**src/rtl/bp_resolve_queue.sv**
```systemverilog
// ---------------------------------------------------------------------------
// bp_resolve_queue
//
// Branch-resolution stage behind the global branch predictor. Every
// prediction made at fetch is pushed into an in-order queue of
// {prediction, tag}. When a branch resolves, the head entry is popped and
// compared with the actual outcome. The stage then drives the predictor's
// training strobe and direction, plus a one-cycle mispredict/flush pulse,
// and keeps saturating performance counters.
//
// Ports
//   CLK, RESET            clock; synchronous active-low reset
//   Pred_Valid/Pred/Pred_Tag          push a fetch-time prediction
//   Resolve_Valid/Resolve_Taken/Resolve_Tag  resolve (pop) the oldest branch
//   Flush                 drop every queued (wrong-path) prediction
//   Is_Branch/Is_Taken    registered training strobe/direction to predictor
//   Mispredict            registered one-cycle pulse, wrong or unmatched
//   Full/Empty            queue occupancy, decoded from registered count
//   Overflow/Sync_Error   sticky diagnostics, cleared only by reset
//   Branch_Count/Mispredict_Count     saturating performance counters
//
// Transfer semantics: Pred_Valid and Resolve_Valid are single-cycle strobes
// with no ready/backpressure. Every cycle one is high at a rising edge is
// exactly one transaction. The producer must keep outstanding branches
// <= DEPTH; Overflow only records that this was violated.
// ---------------------------------------------------------------------------
module bp_resolve_queue #(
  parameter int DEPTH = 8,
  parameter int TAG_W = 6,
  parameter int CNT_W = 32
) (
  input  logic             CLK,
  input  logic             RESET,
  input  logic             Pred_Valid,
  input  logic             Pred,
  input  logic [TAG_W-1:0] Pred_Tag,
  input  logic             Resolve_Valid,
  input  logic             Resolve_Taken,
  input  logic [TAG_W-1:0] Resolve_Tag,
  input  logic             Flush,
  output logic             Is_Branch,
  output logic             Is_Taken,
  output logic             Mispredict,
  output logic             Full,
  output logic             Empty,
  output logic             Overflow,
  output logic             Sync_Error,
  output logic [CNT_W-1:0] Branch_Count,
  output logic [CNT_W-1:0] Mispredict_Count
);

  localparam int PTR_W = $clog2(DEPTH);
  localparam logic [PTR_W:0] FULL_CNT = (PTR_W+1)'(DEPTH);

  logic             pred_mem [DEPTH];
  logic [TAG_W-1:0] tag_mem  [DEPTH];

  logic [PTR_W-1:0] wr_ptr;
  logic [PTR_W-1:0] rd_ptr;
  logic [PTR_W:0]   count;

  logic             head_pred;
  logic [TAG_W-1:0] head_tag;
  logic             pop;
  logic             push;
  logic             drop;
  logic             tag_miss;
  logic             misp;
  logic             sync_set;

  assign Full  = (count == FULL_CNT);
  assign Empty = (count == '0);

  always_comb begin
    head_pred = pred_mem[rd_ptr];
    head_tag  = tag_mem[rd_ptr];
    // A resolve only pops a real entry. An entry pushed this same cycle is
    // not yet visible, so a resolve against an empty queue stays unmatched.
    pop       = Resolve_Valid & ~Empty;
    // A pop in the same cycle frees a slot, so a push while full is legal.
    // A push that arrives with Flush is wrong-path and is discarded.
    push      = Pred_Valid & (~Full | pop) & ~Flush;
    drop      = Pred_Valid & Full & ~pop & ~Flush;
    tag_miss  = pop & (head_tag != Resolve_Tag);
    // Resolve is scored against the pre-flush head even when Flush is set.
    misp      = Resolve_Valid & (Empty | (head_pred != Resolve_Taken) | tag_miss);
    sync_set  = Resolve_Valid & (Empty | tag_miss);
  end

  // Entry storage. The contents do not matter out of reset; only pointers
  // and count say what is live.
  always_ff @(posedge CLK) begin
    if (push) begin
      pred_mem[wr_ptr] <= Pred;
      tag_mem[wr_ptr]  <= Pred_Tag;
    end
  end

  always_ff @(posedge CLK) begin
    if (!RESET) begin
      wr_ptr           <= '0;
      rd_ptr           <= '0;
      count            <= '0;
      Is_Branch        <= 1'b0;
      Is_Taken         <= 1'b0;
      Mispredict       <= 1'b0;
      Overflow         <= 1'b0;
      Sync_Error       <= 1'b0;
      Branch_Count     <= '0;
      Mispredict_Count <= '0;
    end else begin
      Is_Branch  <= Resolve_Valid;
      Is_Taken   <= Resolve_Valid & Resolve_Taken;
      Mispredict <= misp;

      if (drop)     Overflow   <= 1'b1;
      if (sync_set) Sync_Error <= 1'b1;

      if (Resolve_Valid && (Branch_Count != '1))
        Branch_Count <= Branch_Count + CNT_W'(1);
      if (misp && (Mispredict_Count != '1))
        Mispredict_Count <= Mispredict_Count + CNT_W'(1);

      if (Flush) begin
        wr_ptr <= '0;
        rd_ptr <= '0;
        count  <= '0;
      end else begin
        if (push) wr_ptr <= wr_ptr + PTR_W'(1);
        if (pop)  rd_ptr <= rd_ptr + PTR_W'(1);
        if (push && !pop)
          count <= count + (PTR_W+1)'(1);
        else if (pop && !push)
          count <= count - (PTR_W+1)'(1);
      end
    end
  end

endmodule

```
**config.mk**
```make
export PLATFORM = sky130hd
export DESIGN_NAME = bp_resolve_queue
export DESIGN_NICKNAME = d
export VERILOG_FILES = /design/src/rtl/bp_resolve_queue.sv
export SDC_FILE = /design/constraint.sdc
export NUM_CORES = 1
export LEC_CHECK = 0
export ABC_AREA = 1
export CORE_MARGIN = 4
export CORE_UTILIZATION = 55
export DETAILED_ROUTE_END_ITERATION = 16
export GPL_TIMING_DRIVEN = 1
export HOLD_SLACK_MARGIN = 0.02
export PLACE_DENSITY_LB_ADDON = 0.15
export REMOVE_ABC_BUFFERS = 1
export SYNTH_ARGS = -nofsm -noshare
export SYNTH_HDL_FRONTEND = slang
export SYNTH_SLANG_ARGS = --single-unit
```
**constraint.sdc**
```tcl
create_clock -name CLK -period 4.4 [get_ports CLK]
set_input_delay 1.1 -clock CLK [delete_from_list [all_inputs] [get_ports CLK]]
set_output_delay 1.1 -clock CLK [all_outputs]
set_load 0.05 [all_outputs]
```
==> impl_metrics.toml <==
[clock_tree]
root_buffer = "clkbuf_16"
cts-hold-fix-buffers = 0
cts_max_path_buffers = 2
clkSinkCount = 138
post_cts_buffers = 0
insertion_delay_ns = 0.43
cts-buffers-inserted = 17
ctsResizeCount = 0
cts_tree = "done"
htreeDepth = 4
clk_pin_slew_worst_paths_ns = 0.06

[routing]
wl_mm = 16.6
drc = 0
viasPerCell = 5.29
drtIter0Drc = 547
via_count = 6133
drtAntennaViolNets = 0
routedWlPerCell_um = 14.3
first_pass_iters = 5

[timing]
max_freq_mhz = 307
setup_ws_ns = 1.14
fin_worst_skew_ns = 0.00959
slew_viol_final = 0
rsz0062_at_grt = "false"
worst_pin_slew_ns = 0.792
timing.final.crit_period_ns = 3.26
slew_headroom = 0.470
fin_crit_sh = 0.740
hold_violations = 0
tns_ns = 0
finalSetupViolCount = 0

[critical_path]
end_kind = "output pin"
reg2reg_depth = 14
startpoint_type = "register"
crit_type = "register to output pin"
r2r_setup_slack_ns = 1.27
worstPathArrival_ns = 2.16
worst-endpoint-required_ns = 3.30
critPathCapture = "Empty"
crit_fanout = 4
crit_start = "count[0]"
r2r-end = "Mispredict_Count[13]"

[grt]
antenna_found_initial = 0
grt_first_pass_wirelength_mm = 27.2
grt_max_degree = 45
grt.total_usage = 0.234
grt_pass1_vias = 5579
globalRouteOverflowTotal = 0

[layout]
syn2layout_area_growth_pct = 23.3
nFillCells = 1039
layout_commonest_cell = "nand2_1"
nets = 1005
layout_common_cells = "nand2_1 (220), nor2_1 (117), inv_1 (89), clkdlybuf4s50_1 (89), dfxtp_1 (82)"
drive_above_1_share = 0.0505
multi_input_area_um2 = 3100
n_antenna_cell = 0
final_area_um2 = 8570
register_area_um2 = 3320

[floorplan]
die_y_um = 120
core_area_um2 = 12200
die_width_um = 120
num_rows = 40
die_area_um2 = 14500
start_util = 0.569
ios = 90

[power]
power.static_leakage_uw = 0.00313
combPwrFrac = 0.068
clockPowerShare = 0.494
sequentialPowerShare = 0.437
powerDensity_nw_per_um2 = 363
power_switching_uw = 708
p_int_uw = 2400
power_switching_share = 0.228
vdd_ir_drop_max_uv = 255

[place]
port_buffers = 89
dp_hpwl_mm = 11.2
place_area_um2 = 7930
preCtsSetupSlack_ns = 0.702
routabilityCongestion = 0.911

[synthesis]
synth_adder_area_share = 0.0155
synthCells = 895
yosysWarnings = 0
yosys.area_share.simple = 0.312
synthMuxAreaShare = 0
synth_top_family_by_area = "simple AND/OR/NAND/NOR gates"
synthDistinctLibCells = 36
ys_ff_latch = 138
synth_area_um2 = 6950
synth_seq_area_share = 0.478
synthXorXnorAreaFrac = 0.0466
postSynthAreaPerCell_um2 = 7.77
synth-compound-area-share = 0.0725

[job]
drv_cap = 0

[worst_hold_path]
hold_class = "register to register"

[outcome]
status = "finished clean"
-- flip-flops by register name, indices dropped and copies added (netlist names), named ones only --
register,flops
Mispredict,1
pred_mem,8
Sync_Error,1
Branch_Count,32
Is_Branch,1
Overflow,1
Mispredict_Count,32
wr_ptr,3
tag_mem,48
rd_ptr,3
Is_Taken,1
count,4
-- cell usage after synthesis (all sizes together) --
cell	count	area, um^2
dfxtp	82	1640
clkinv	1	3.75
nor3b	6	45.0
ha	7	87.6
buf	16	119
a21o	2	15.0
nand4	48	307
a31oi	3	18.8
and2	1	6.26
xor2	25	219
xnor2	12	105
or2	1	6.26
nand3b	4	30.0
clkbuf	16	60.1
a211oi	2	15.0
nor4	3	18.8
o21ai	33	165
nand2	220	826
inv	91	342
fa	1	20.0
nand3	52	270
o21ba	2	20.0
nor2	120	458
edfxtp	56	1680
o21a	2	15.0
a21oi	51	255
nor3	38	200
-- power groups by stage --
stage	Clock, uW	Sequential [uW]	Combinational [uW]
2_1_floorplan	0	1410	110
3_3_place_gp	0	1390	208
3_5_place_dp	0	1390	210
4_1_cts	1550	1360	212
5_1_grt	1600	1360	235
6_report	1540	1360	212
-- through the flow --
| step | util | hold WS (ns) | total power (uW) | cells |
|---|---|---|---|---|
| 4_1_cts | 0.702 | 0.495 | 3130 | 1159 |
| 6_report | 0.702 | 0.494 | 3110 | 1159 |
| 3_5_place_dp | 0.649 | 0.483 | 1600 | 1127 |
| 5_1_grt | 0.702 | 0.508 | 3200 | 1159 |
| 2_1_floorplan | - | 0.458 | 1520 | 863 |
| 3_3_place_gp | 0.649 | 0.481 | 1600 | 1127 |
-- worst max-delay path, stage by stage, from the launching register on --
cell and delay (ns):
dfxtp_1 0.36, nor2_1 0.12, inv_1 0.06, nor3_1 0.31, clkdlybuf4s50_1 0.89
-- cell type report --
cell class,instances,area share
flip-flops and latches,138,0.388
clock buffers,19,0.0529
multi-input cells,633,0.362
inverters,92,0.0403
well taps,168,0.0245
clock inverters,13,0.0221
repair buffers,96,0.110
-- cells by family (layout without fill, tap and decap cells) --
group / count (synthesis) / after routing
xor gates and xnor gates: 37 / 37
buffers and inverters: 124 / 220
and+or+nand+nor: 493 / 493
adders and majority gates: 8 / 8
AOI/OAI and AO/OA: 95 / 95
DFF: 138 / 138
-- routing by layer --
layer / vias to the layer above / share of wire / track usage
met1: 2770 / 0.45 / 0.313
met4: 0 / 0.014 / 0.0786
met2: 214 / 0.47 / 0.379
met3: 19 / 0.067 / 0.0514
met5: - / 0 / 0
li1: 3130 / - / -
-- how the worst min path moves through the flow --
stage               startpoint        end  slack, ns  cells after the start
floorplan            rd_ptr[1]   register       0.46                      2
global placement      Overflow   Overflow       0.48                      2
detailed placement   wr_ptr[0]  wr_ptr[0]       0.48                      2
CTS                  wr_ptr[0]  wr_ptr[0]       0.49                      2
global route         wr_ptr[0]  wr_ptr[0]       0.51                      2
finish               wr_ptr[0]  wr_ptr[0]       0.49                      2
Note: power is estimated with default switching activity, not from simulation.
